## src/rtl/instr_encoder_loader.sv

```systemverilog
// -----------------------------------------------------------------------------
// instr_encoder_loader
//   Packs mnemonic + operand fields into 32-bit MIPS instruction words and
//   writes them one after another into instruction memory, starting at
//   BASE_ADDR. It is the inverse of the control decoder and lets benches and
//   the boot loader assemble programs in hardware.
//
//   Ports
//     clk_i, rst_i        clock (rising edge), async active-high reset
//     clear_i             sync clear: pointer, count, error flag, FSM to IDLE
//     in_valid_i/_ready_o field handshake from the loader source
//     mnem_i              0 R,1 addi,2 beq,3 bne,4 lw,5 sw,6 j,7 jal,8 lui,
//                         9 ori,10 ble,11 blt,12 bnez (13-15 unsupported)
//     rs_i..target_i      instruction fields
//     mem_we_o            one-cycle write strobe per encoded word
//     mem_addr_o          byte address of the word being written
//     mem_data_o          encoded word
//     count_o             words written since reset/clear
//     full_o              DEPTH words written; no more accepted
//     err_o               sticky: an unsupported mnemonic was seen
// -----------------------------------------------------------------------------
module instr_encoder_loader #(
  parameter int          DEPTH     = 256,
  parameter int          ADDR_W    = 8,
  parameter logic [31:0] BASE_ADDR = 32'h0000_0000
) (
  input  logic              clk_i,
  input  logic              rst_i,
  input  logic              clear_i,
  input  logic              in_valid_i,
  output logic              in_ready_o,
  input  logic [3:0]        mnem_i,
  input  logic [4:0]        rs_i,
  input  logic [4:0]        rt_i,
  input  logic [4:0]        rd_i,
  input  logic [4:0]        shamt_i,
  input  logic [5:0]        funct_i,
  input  logic [15:0]       imm_i,
  input  logic [25:0]       target_i,
  output logic              mem_we_o,
  output logic [31:0]       mem_addr_o,
  output logic [31:0]       mem_data_o,
  output logic [ADDR_W:0]   count_o,
  output logic              full_o,
  output logic              err_o
);

  localparam logic [1:0] S_IDLE = 2'd0;
  localparam logic [1:0] S_ENC  = 2'd1;
  localparam logic [1:0] S_WR   = 2'd2;
  localparam logic [1:0] S_FULL = 2'd3;

  localparam logic [ADDR_W:0] DEPTH_C = (ADDR_W+1)'(DEPTH);
  localparam logic [ADDR_W:0] ONE_C   = (ADDR_W+1)'(1);

  logic [1:0]      state_q, state_d;
  logic [ADDR_W:0] count_q, count_d;
  logic            err_q, err_d;
  logic [31:0]     addr_q, addr_d;
  logic [31:0]     data_q, data_d;

  // Latched instruction fields
  logic [3:0]  mnem_q;
  logic [4:0]  rs_q, rt_q, rd_q, shamt_q;
  logic [5:0]  funct_q;
  logic [15:0] imm_q;
  logic [25:0] target_q;

  logic            accept;
  logic            enc_ok;
  logic [31:0]     enc_word;
  logic [ADDR_W:0] count_inc;

  // A handshake coinciding with clear_i is ignored.
  assign accept    = in_valid_i && (state_q == S_IDLE) && !clear_i;
  assign count_inc = count_q + ONE_C;

  // NOTE: field registers are pure datapath, only read after a handshake has
  // loaded them, so they carry no reset and cost no reset routing.
  always_ff @(posedge clk_i) begin
    if (accept) begin
      mnem_q   <= mnem_i;
      rs_q     <= rs_i;
      rt_q     <= rt_i;
      rd_q     <= rd_i;
      shamt_q  <= shamt_i;
      funct_q  <= funct_i;
      imm_q    <= imm_i;
      target_q <= target_i;
    end
  end

  // Word encoder over the latched fields.
  always_comb begin
    // NOTE: every combinational output gets a default before the case so no
    // path leaves it unassigned (which would infer a latch).
    enc_ok   = 1'b1;
    enc_word = 32'h0;
    case (mnem_q)
      4'd0:  enc_word = {6'b000000, rs_q, rt_q, rd_q, shamt_q, funct_q};
      4'd1:  enc_word = {6'b001000, rs_q, rt_q, imm_q};
      4'd2:  enc_word = {6'b000100, rs_q, rt_q, imm_q};
      4'd3:  enc_word = {6'b000101, rs_q, rt_q, imm_q};
      4'd4:  enc_word = {6'b100011, rs_q, rt_q, imm_q};
      4'd5:  enc_word = {6'b101011, rs_q, rt_q, imm_q};
      4'd6:  enc_word = {6'b000010, target_q};
      4'd7:  enc_word = {6'b000011, target_q};
      4'd8:  enc_word = {6'b001111, 5'b00000, rt_q, imm_q};  // lui: rs forced 0
      4'd9:  enc_word = {6'b001101, rs_q, rt_q, imm_q};
      4'd10: enc_word = {6'b000111, rs_q, rt_q, imm_q};
      4'd11: enc_word = {6'b000110, rs_q, rt_q, imm_q};
      4'd12: enc_word = {6'b000101, rs_q, 5'b00000, imm_q};  // bnez: rt forced 0
      default: enc_ok = 1'b0;
    endcase
  end

  // Next-state logic.
  always_comb begin
    state_d = state_q;
    count_d = count_q;
    err_d   = err_q;
    addr_d  = addr_q;
    data_d  = data_q;
    case (state_q)
      S_IDLE: if (accept) state_d = S_ENC;
      S_ENC: begin
        if (enc_ok) begin
          // Address/data are captured here so they hold after the write.
          data_d  = enc_word;
          addr_d  = BASE_ADDR + 32'({count_q[ADDR_W-1:0], 2'b00});
          state_d = S_WR;
        end else begin
          err_d   = 1'b1;
          state_d = S_IDLE;
        end
      end
      S_WR: begin
        count_d = count_inc;
        state_d = (count_inc == DEPTH_C) ? S_FULL : S_IDLE;
      end
      default: state_d = S_FULL;  // terminal until reset or clear
    endcase
    // Clear overrides everything; a pending word is dropped and the
    // visible address/data keep their last written values.
    if (clear_i) begin
      state_d = S_IDLE;
      count_d = '0;
      err_d   = 1'b0;
      addr_d  = addr_q;
      data_d  = data_q;
    end
  end

  // NOTE: sequential state uses non-blocking assignments so every register
  // samples the pre-edge values regardless of statement order.
  always_ff @(posedge clk_i or posedge rst_i) begin
    if (rst_i) begin
      state_q <= S_IDLE;
      count_q <= '0;
      err_q   <= 1'b0;
      addr_q  <= BASE_ADDR;
      data_q  <= 32'h0;
    end else begin
      state_q <= state_d;
      count_q <= count_d;
      err_q   <= err_d;
      addr_q  <= addr_d;
      data_q  <= data_d;
    end
  end

  // Write strobe is suppressed combinationally when clear_i lands in WR.
  assign mem_we_o   = (state_q == S_WR) && !clear_i;
  assign mem_addr_o = addr_q;
  assign mem_data_o = data_q;
  assign in_ready_o = (state_q == S_IDLE);
  assign full_o     = (state_q == S_FULL);
  assign count_o    = count_q;
  assign err_o      = err_q;

endmodule
```

## config.mk

```make
export PLATFORM = sky130hd
export DESIGN_NAME = instr_encoder_loader
export DESIGN_NICKNAME = d
export VERILOG_FILES = /design/src/rtl/instr_encoder_loader.sv
export SDC_FILE = /design/constraint.sdc
export NUM_CORES = 1
export LEC_CHECK = 0
export CAP_MARGIN = 30
export CORE_MARGIN = 2
export CORE_UTILIZATION = 45
export CTS_CLUSTER_SIZE = 14
export DETAILED_ROUTE_END_ITERATION = 8
export HOLD_SLACK_MARGIN = 0.05
export PLACE_DENSITY = 0.78
export SLEW_MARGIN = 10
export SYNTH_ARGS = -nofsm -noshare
export SYNTH_HDL_FRONTEND = slang
export SYNTH_SLANG_ARGS = --single-unit
```

## constraint.sdc

```tcl
create_clock -name clk_i -period 12.2 [get_ports clk_i]
set_clock_uncertainty 0.2 [all_clocks]
set_input_delay 3.66 -clock clk_i [delete_from_list [all_inputs] [get_ports clk_i]]
set_output_delay 3.66 -clock clk_i [all_outputs]
set_load 0.01 [all_outputs]
```

---- After elaboration in Yosys (flattened, before gate mapping) ----
Cells that the tools add are included.
storage, ports and cells
  register bits after elaboration ......... 124
  latch bits .............................. 0
  RAM bits ................................ 0
  bits in read-only memories .............. 0
  input port bits ......................... 76
  output and inout bits ................... 77
  word-level logic and storage cells ...... 56
  memories ................................ 0
cells by class
  $add $sub $neg .......................... 1
  $mul .................................... 0
  divide/modulo/power cells ............... 0
  $lt $le $gt $ge ......................... 0
  equal/unequal tests ..................... 18
  shifts and indexed selects .............. 0
  multiplexer cells ....................... 12
  bitwise gates (word level) .............. 1
  reduce and logical (&&, ||, !) cells .... 11
operator list
  operator             count
  $pmux 32 s13         1
  $eq 4x4->1 const B   5
  $mux 9               2
  $eq 4x3->1 const B   4
  $reduce_or 13->1     1
  $add 9x1->9 const B  1
  $eq 9x9->1 const B   1
  $eq 4x2->1 const B   2
  $mux 2               4
  $pmux 2 s3           1
  $eq 2x2->1 const B   2
  $eq 4x1->1 const B   1
  $logic_not 4->1      1
  $mux 1               4
  $reduce_bool 2->1    2
  $logic_and 1x1->1    3
  $ne 3x2->1 const B   1
  $reduce_and 3->1     1
  $eq 2x1->1 const B   1
  $logic_not 2->1      1
  $ne 2x2->1 const B   1
  $reduce_and 2->1     1
  $logic_not 1->1      1
  $not 1->1            1

---- Longest topological paths before layout ----
Gate-level depths: netlist of the first run.
  depth in word-level cells ............... 6
  depth in mapped cells ................... 7
  depth with buffers taken out ............ 5

---- Worst setup path after synthesis of the first run ----
Ideal clock, no wire load.
  path kind ............................... input port to output port
  start point ............................. input port clear_i
  end point ............................... output port mem_we_o
  arrival ................................. 4.034 ns
  required time ........................... 8.340 ns
  setup slack ............................. 4.306 ns
  stages on the path ...................... 2
  buffers on the path ..................... 1
  cells stage by stage .................... clkbuf_1 > nor2_1
on the way
  longest elaborated chain between the ends .. 2
ends and longest elaborated chain
  item               RTL line  source
  start, declared    29        input logic clear_i,
  $logic_not 1->1    173       assign mem_we_o = (state_q == S_WR) && !clear_i;
  $logic_and 1x1->1  173
  end, declared      40        output logic mem_we_o,
Every way passes these cells.

---- Worst setup path after layout of the first run ----
Same ends and word-level chain as after synthesis.

==> results.yml, run 1 <==
status:
  status: "finished clean"
cts:
  ctsResizeCount: 0
  cts_tree: "yes"
  cts_made_buffers: 17
  root_buffer: "clkbuf_8"
  clk-insertion-delay-late_ns: 0.51
  cts.path.max_buffers: 2
  path_clk_slew_ns: 0.05
  cts-hold-fix-buffers: 0
  cts.sinks: 123
  htreeDepth: 4
  cts_setup_buffers: 0
route:
  dr.pass1.iters: 7
  drt_iter0_drc: 213
  antenna_left: 0
  viasPerCell: 5.064
  via_count: 3226
  post-route-drc-count: 0
  drt-wirelength-per-cell_um: 15.86
  wl_um: 10110
synthesis:
  synth_commonest_cells: "72 x edfxtp_1, 51 x dfrtp_1, 39 x nand2_1"
  yosys_register_bits: 123
  synth_top_cells_by_area: "edfxtp_1 44%, dfrtp_1 26%, buf_4 4.0%, o21ai_0 3.9%, a222oi_1 3.3%"
  synth_edf_count: 72
  netlist_area_um2: 4902
  yosysSeqAreaShare: 0.7014
  yosysMostFrequentCell: "edfxtp_1"
  syn_area_per_cell_um2: 13.85
  synth_flop_cell: "edfxtp_1"
  synth-async-reset-ratio: 0.4146
  yosys_warnings: 0
  synth_area_leader_cell: "edfxtp_1"
  ys_types: 44
  yosysTopAreaCellShare: 0.4410
  synthCells: 354
global_routing:
  track_usage: 0.1843
  grt_overflow: 0
  grt_antenna_before_repair: 0
  grt_pass1_wl_um: 16060
  grt_pass1_vias: 3227
  grt_max_degree: 73
floorplanning:
  initial_core_util: 0.4562
  io_pins: 153
  num_rows: 38
  die_y_um: 108.4
  die_w_um: 108.4
  die_area_um2: 11750
  core_um2: 10750
timing:
  setup_violations: 0
  setup_tns_ns: 0
  period_minus_slack_ns: 8.979
  tightest_slew_ns: 0.8912
  finalHoldViolCount: 0
  fin_crit_sh: 0.7360
  slew_headroom: 0.4059
  rsz0062_at_grt: "false"
  slew_viol_final: 0
  fmax_ghz: 0.1114
worst_setup_path:
  crit_path_end_kind: "primary output"
  crit_top_cell: "clkdlybuf4s50_1"
  worstPathMaxFanout: 16
  start_kind: "input port"
  arrival_ns: 5.12
  rr_startpoint: "mnem_q[1]"
  critPathRequiredTime_ns: 8.34
  reg2reg_to: "mem_data_o[14]"
  worstPathCellList: "clkdlybuf4s50_1 > nor2_1 > clkdlybuf4s50_1"
  cp_slowest_stage_delay_ns: 0.70
  worst_r2r_path_depth: 5
  cp_top_family: "buffers and inverters"
  path_class: "input port to primary output"
  path_buf_inv: 2
  r2r_setup_slack_ns: 9.45
  crit_path_top_delay_cell: "clkdlybuf4s50_1"
final_layout:
  fin_nets: 562
  antenna_cells: 0
  drive_gt1_frac: 0.09054
  area_delta_synth_final_pct: 39.00
  fin_area_um2: 6814
  n_fill_cell: 814
  postLayoutCoreUtil: 0.6341
  stdcell_count: 637
placed_design:
  io_buffers: 127
  placedCellCount: 604
  gp_congestion: 0.7707
  placed_area_um2: 6226
  dp_hpwl_um: 6922
pwr:
  power_leakage_uw: 0.002683
  ir_drop_uv: 106.3
  power.density_nw_per_um2: 164.5
  power_uw: 1121
hold_path:
  min-delay-start: "mem_data_o[17]"
  hold_end: "mem_data_o[17]"
  hold_class: "register to register"
  holdPathStages: 2
run:
  cap_violations: 0
==> sequential cells by signal, summed over array words and instances, names as in the netlist <==
register and cells:
rs_q 5, rt_q 5, imm_q 16, err_o 1, rd_q 5, target_q 26
state_q 2, funct_q 6, shamt_q 5, mem_addr_o 8, count_o 9, mnem_q 4
mem_data_o 31
==> worst min-delay path: stages (launching register included) <==
cell     delay [ns]
dfrtp_1        0.34
nand2_1        0.05
o21ai_0        0.06
==> logic make-up (layout without fill, tap and decap cells) <==
kind of cell / count (synthesis) / after routing / share of synthesized area
flops: 123 / 123 / 0.7014
buf+inv: 53 / 172 / 0.06585
fa+ha+maj: 2 / 2 / 0.005104
xor+xnor: 10 / 10 / 0.01787
other cells: 1 / 25 / 0.0007650
mux: 9 / 9 / 0.02323
simple gates: 74 / 74 / 0.07147
compound gates: 82 / 82 / 0.1143
==> layout make-up <==
type                    instances  area (µm²)  area share
repair buffers                133        1353      0.1985
clock inverters                 9       120.1     0.01763
multi-input cells             202        1245      0.1827
clock buffers                  23       456.7     0.06702
well taps                     140       175.2     0.02571
flip-flops and latches        123        3438      0.5046
inverters                       7       26.28    0.003856
==> report_power, final <==
group | switching [µW] | internal (µW) | total (µW)
Combinational | 58.8 | 76.2 | 135
Clock | 168 | 319 | 487
Sequential | 20.1 | 479 | 499
==> metal layers <==
| metal | track usage | vias to the layer above | wire, µm |
|---|---|---|---|
| li1 | - | 1524 | - |
| met1 | 0.2196 | 1555 | 4033 |
| met2 | 0.3077 | 137 | 5167 |
| met3 | 0.06631 | 10 | 778 |
| met4 | 0.06868 | 0 | 126 |
| met5 | 0 | - | 0 |
==> per-stage QoR <==
stage | hold slack, ns | setup WS, ns
6_report | 0.2781 | 3.221
3_3_place_gp | 0.2609 | 3.241
3_5_place_dp | 0.2691 | 3.226
2_1_floorplan | 0.2986 | 4.306
5_1_grt | 0.3051 | 3.112
4_1_cts | 0.2812 | 3.222
==> cell usage in the layout, fill, tap and decap left out, types with 6 or more instances in the layout <==
cell type and instances:
xor2_1 6, edfxtp_1 72, a222oi_1 16, clkbuf_16 16, clkdlybuf4s50_1 127, nand2_1 39
nor2_1 15, inv_1 6, dfrtp_1 51, o21ai_0 38, a22oi_1 11, conb_1 25
==> worst max-delay path by stage <==
| stage | from | slack, ns | depth (start not counted) | end |
|---|---|---|---|---|
| 5_1_grt | clear_i | 3.11 | 3 | mem_we_o |
| 4_1_cts | clear_i | 3.22 | 3 | mem_we_o |
| 6_report | clear_i | 3.22 | 3 | mem_we_o |
| 3_5_place_dp | clear_i | 3.23 | 3 | mem_we_o |
| 3_3_place_gp | clear_i | 3.24 | 3 | mem_we_o |
| 2_1_floorplan | clear_i | 4.31 | 2 | mem_we_o |
No activity file was read; power rests on OpenSTA's default activity.
==> run 2, diff against run 1 <==
Clock period 12.2 ns to 8.3 ns, I/O delays scaled along.
==> results.yml, run 2 (synthesized netlist as in run 1, its figures left out) <==
timing:
  setup_violations: 0
  setup_tns_ns: 0
  period_minus_slack_ns: 6.674
  slew_viol_final: 0
  finalHoldViolCount: 0
  tightest_slew_ns: 0.8951
  slew_headroom: 0.4032
  fmax_ghz: 0.1498
  hold-worst-slack_ns: 0.2818
  fin_ws_ns: 1.626
  rsz0062_at_grt: "false"
  fin_crit_sh: 0.8040
pwr:
  power_leakage_uw: 0.002670
  switching_share: 0.2366
  power.internal_uw: 1252
  comb_power_share: 0.122
  ir_drop_uv: 170.4
  power.density_nw_per_um2: 241.3
  clock_power_share: 0.431
  switchingPower_uw: 388.2
  p_seq_frac: 0.447
route:
  drt_iter0_drc: 355
  post-route-drc-count: 0
  wl_um: 10670
  via_count: 3271
  antenna_left: 0
  dr.pass1.iters: 6
  drt-wirelength-per-cell_um: 16.76
  viasPerCell: 5.135
placed_design:
  io_buffers: 127
  placed_area_um2: 6213
  pre_cts_ws_ns: 1.647
  dp_hpwl_um: 6935
  gp_congestion: 0.7706
final_layout:
  multi_input_area_um2: 1245
  n_fill_cell: 828
  area_delta_synth_final_pct: 38.72
  fin_area_um2: 6800
  largest_reg_flops: 31
  antenna_cells: 0
  sequential_cell_area_um2: 3438
  final_common_cell: "clkdlybuf4s50_1"
  postLayoutCoreUtil: 0.6329
  fin_nets: 562
  drive_gt1_frac: 0.09859
  layout_common_cells: "127 x clkdlybuf4s50_1, 72 x edfxtp_1, 51 x dfrtp_1"
cts:
  root_buffer: "clkbuf_8"
  cts-hold-fix-buffers: 0
  htreeDepth: 4
  cts_tree: "yes"
  path_clk_slew_ns: 0.06
  ctsResizeCount: 0
  cts_setup_buffers: 0
  clk-insertion-delay-late_ns: 0.51
  cts.path.max_buffers: 2
  cts.sinks: 123
  cts_made_buffers: 17
worst_setup_path:
  worstPathCellList: "clkdlybuf4s50_1 > nor2_1 > clkdlybuf4s50_1"
  critPathRequiredTime_ns: 5.61
  path_class: "input port to primary output"
  crit_path_top_delay_cell: "clkdlybuf4s50_1"
  start_kind: "input port"
  arrival_ns: 3.98
  cp_slowest_stage_delay_ns: 0.73
  crit_top_cell: "clkdlybuf4s50_1"
  crit_path_end_kind: "primary output"
  worstPathMaxFanout: 16
floorplanning:
  num_rows: 38
  die_area_um2: 11750
  die_w_um: 108.4
  io_pins: 153
  core_um2: 10750
  die_y_um: 108.4
  initial_core_util: 0.4562
global_routing:
  grt_pass1_wl_um: 16790
  track_usage: 0.1917
  grt_antenna_before_repair: 0
  grt_max_degree: 73
  grt_overflow: 0
  grt_pass1_vias: 3315
status:
  status: "finished clean"
hold_path:
  hold_class: "register to register"
run:
  cap_violations: 0
[run 2: cell count changes in the layout (fill, tap and decap cells not counted)]
cell        change
inv_6           +2
clkbuf_1        -3
clkinv_2        -2
buf_8           +1
clkbuf_8        -1
clkinvlp_4      +2
clkinv_1        -1
buf_16          -1
clkinv_4        +4
bufinv_16       -1
[run 2: final timing paths]
kind                                startpoint             end  slack [ns]  cells after the start
worst max register to register       mnem_q[1]  mem_data_o[14]        5.54                      4
worst max-delay path                   clear_i        mem_we_o        1.63                      3
max in group asynchronous                rst_i  mem_data_o[26]        5.25                      3
worst min-delay path            mem_data_o[17]  mem_data_o[17]        0.28                      2
worst min register to register  mem_data_o[17]  mem_data_o[17]        0.28                      2
min in group asynchronous                rst_i  mem_data_o[16]        2.11                      2
[run 2: metrics by stage]
stage | power [µW] | instances
after global routing | 1711 | 637
after detailed placement | 945.2 | 604
after global placement | 936.5 | 602
after floorplan | 822.2 | 378
after CTS | 1656 | 636
final | 1641 | 637
[run 2: worst max-delay path, delay by kind of cell]
family        cells  cell delay [ns]
buf+inv           2             1.28
simple gates      1             0.21
[run 2: routing by layer]
metal / part of all wire / track usage
met1: 0.38 / 0.2179
met2: 0.53 / 0.3405
met3: 0.077 / 0.06691
met4: 0.0079 / 0.05769
met5: 0 / 0
[run 2: cell type report]
cell class / instances / area share
flip-flops and latches: 123 / 0.5056
repair buffers: 133 / 0.1971
multi-input cells: 202 / 0.1831
clock buffers: 19 / 0.06348
well taps: 140 / 0.02576
clock inverters: 13 / 0.02116
inverters: 7 / 0.003864
[run 2: power groups by stage]
stage / combinational [µW] / clock (µW) / sequential, µW
global placement: 194 / 0 / 743
CTS: 203 / 719 / 734
global route: 218 / 753 / 739
floorplan: 66.9 / 0 / 755
finish: 200 / 707 / 734
detailed placement: 201 / 0 / 745
==> run 3, diff against run 2 <==
Settings changed: CORE_UTILIZATION 45 to 42, PLACE_DENSITY 0.78 to 0.76.
Clock period 8.3 ns to 5.8 ns, I/O delays scaled along.
==> results.yml, run 3 (synthesized netlist as in run 1, its figures left out) <==
route:
  drt_iter0_drc: 218
  antenna_left: 0
  post-route-drc-count: 0
  wl_um: 10570
  drt-wirelength-per-cell_um: 16.49
  dr.pass1.iters: 5
  via_count: 3325
  viasPerCell: 5.187
cts:
  cts.sinks: 123
  htreeDepth: 4
  cts.path.max_buffers: 2
  cts_setup_buffers: 0
  cts-hold-fix-buffers: 0
  root_buffer: "clkbuf_16"
  cts_tree: "yes"
  clk-insertion-delay-late_ns: 0.40
  path_clk_slew_ns: 0.06
  cts_made_buffers: 17
  ctsResizeCount: 0
floorplanning:
  die_y_um: 112.0
  io_pins: 153
  core_um2: 11420
  die_area_um2: 12550
  initial_core_util: 0.4293
  die_w_um: 112.0
  num_rows: 39
pwr:
  ir_drop_uv: 204.2
  power.density_nw_per_um2: 357.5
  power_leakage_uw: 0.002709
worst_setup_path:
  arrival_ns: 2.81
  rr_startpoint: "mnem_q[1]"
  worstPathMaxFanout: 2
  r2r_setup_slack_ns: 2.84
  cp-startpoint: "clear_i"
  crit_path_end_kind: "primary output"
  path_class: "input port to primary output"
  critPathRequiredTime_ns: 3.86
  reg2reg_to: "mem_addr_o[2]"
  endpoint: "mem_we_o"
  start_kind: "input port"
  worst_r2r_path_depth: 4
timing:
  fin_crit_sh: 0.8182
  slew_headroom: 0.4011
  tightest_slew_ns: 0.8983
  setup_tns_ns: 0
  fmax_ghz: 0.2107
  period_minus_slack_ns: 4.746
  setup_violations: 0
  slew_viol_final: 0
  rsz0062_at_grt: "false"
  finalHoldViolCount: 0
  hold-worst-slack_ns: 0.2803
status:
  status: "finished clean"
final_layout:
  antenna_cells: 0
  area_delta_synth_final_pct: 40.12
  layout_common_cells: "127 x clkdlybuf4s50_1, 72 x edfxtp_1, 51 x dfrtp_1"
  final_common_cell: "clkdlybuf4s50_1"
  drive_gt1_frac: 0.1044
  fin_nets: 563
  largest_reg_flops: 31
  stdcell_count: 641
placed_design:
  io_buffers: 127
  gp_congestion: 0.8008
  placedCellCount: 608
  dp_hpwl_um: 7082
global_routing:
  met2_usage: 0.2945
  grt_overflow: 0
  grt_antenna_before_repair: 0
  grt_pass1_vias: 3437
  track_usage: 0.1780
  top_usage_layer: "met2"
  grt_max_degree: 73
  use_met3: 0.06317
  met1_usage: 0.2070
  grt_pass1_wl_um: 17040
run:
  cap_violations: 0
hold_path:
  hold_class: "register to register"
[run 3: worst min path at each step]
stage                               from              to  cells after the start
after global placement    mem_data_o[29]  mem_data_o[29]                      2
final                     mem_data_o[27]  mem_data_o[27]                      2
after floorplan                 imm_q[8]   mem_data_o[8]                      2
after CTS                 mem_data_o[26]  mem_data_o[26]                      2
after global routing      mem_data_o[16]  mem_data_o[16]                      2
after detailed placement  mem_data_o[29]  mem_data_o[29]                      2
[run 3: cell type report]
class | count | area, µm²
inverters | 7 | 26.28
fillers | 877 | 4549
multi-input cells | 202 | 1245
flip-flops and latches | 123 | 3438
clock buffers | 18 | 439.2
well taps | 143 | 178.9
clock inverters | 14 | 193.9
repair buffers | 134 | 1348
[run 3: layer usage]
layer	routed length (µm)	up-vias
met5	0	-
li1	-	1535
met1	4176	1625
met4	231	0
met2	5350	146
met3	809	19
[run 3: metrics by stage]
step	instance area, µm²	setup slack (ns)	power, µW	util
after floorplan	4992	0.1283	1177	-
after global placement	6190	1.041	1341	0.5421
after detailed placement	6225	1.051	1354	0.5451
after CTS	6858	1.042	2478	0.6006
after global routing	6869	1.013	2546	0.6016
final	6869	1.054	2456	0.6016
[run 3: worst max-delay path, stage by stage]
cell and delay, ns:
clkdlybuf4s50_1 0.42, nor2_1 0.10, clkdlybuf4s50_1 0.54
[run 3: power by group]
part	internal [µW]	switching [µW]
logic	160	126
registers	1010	43.2
clock network	732	386
total	1900	556
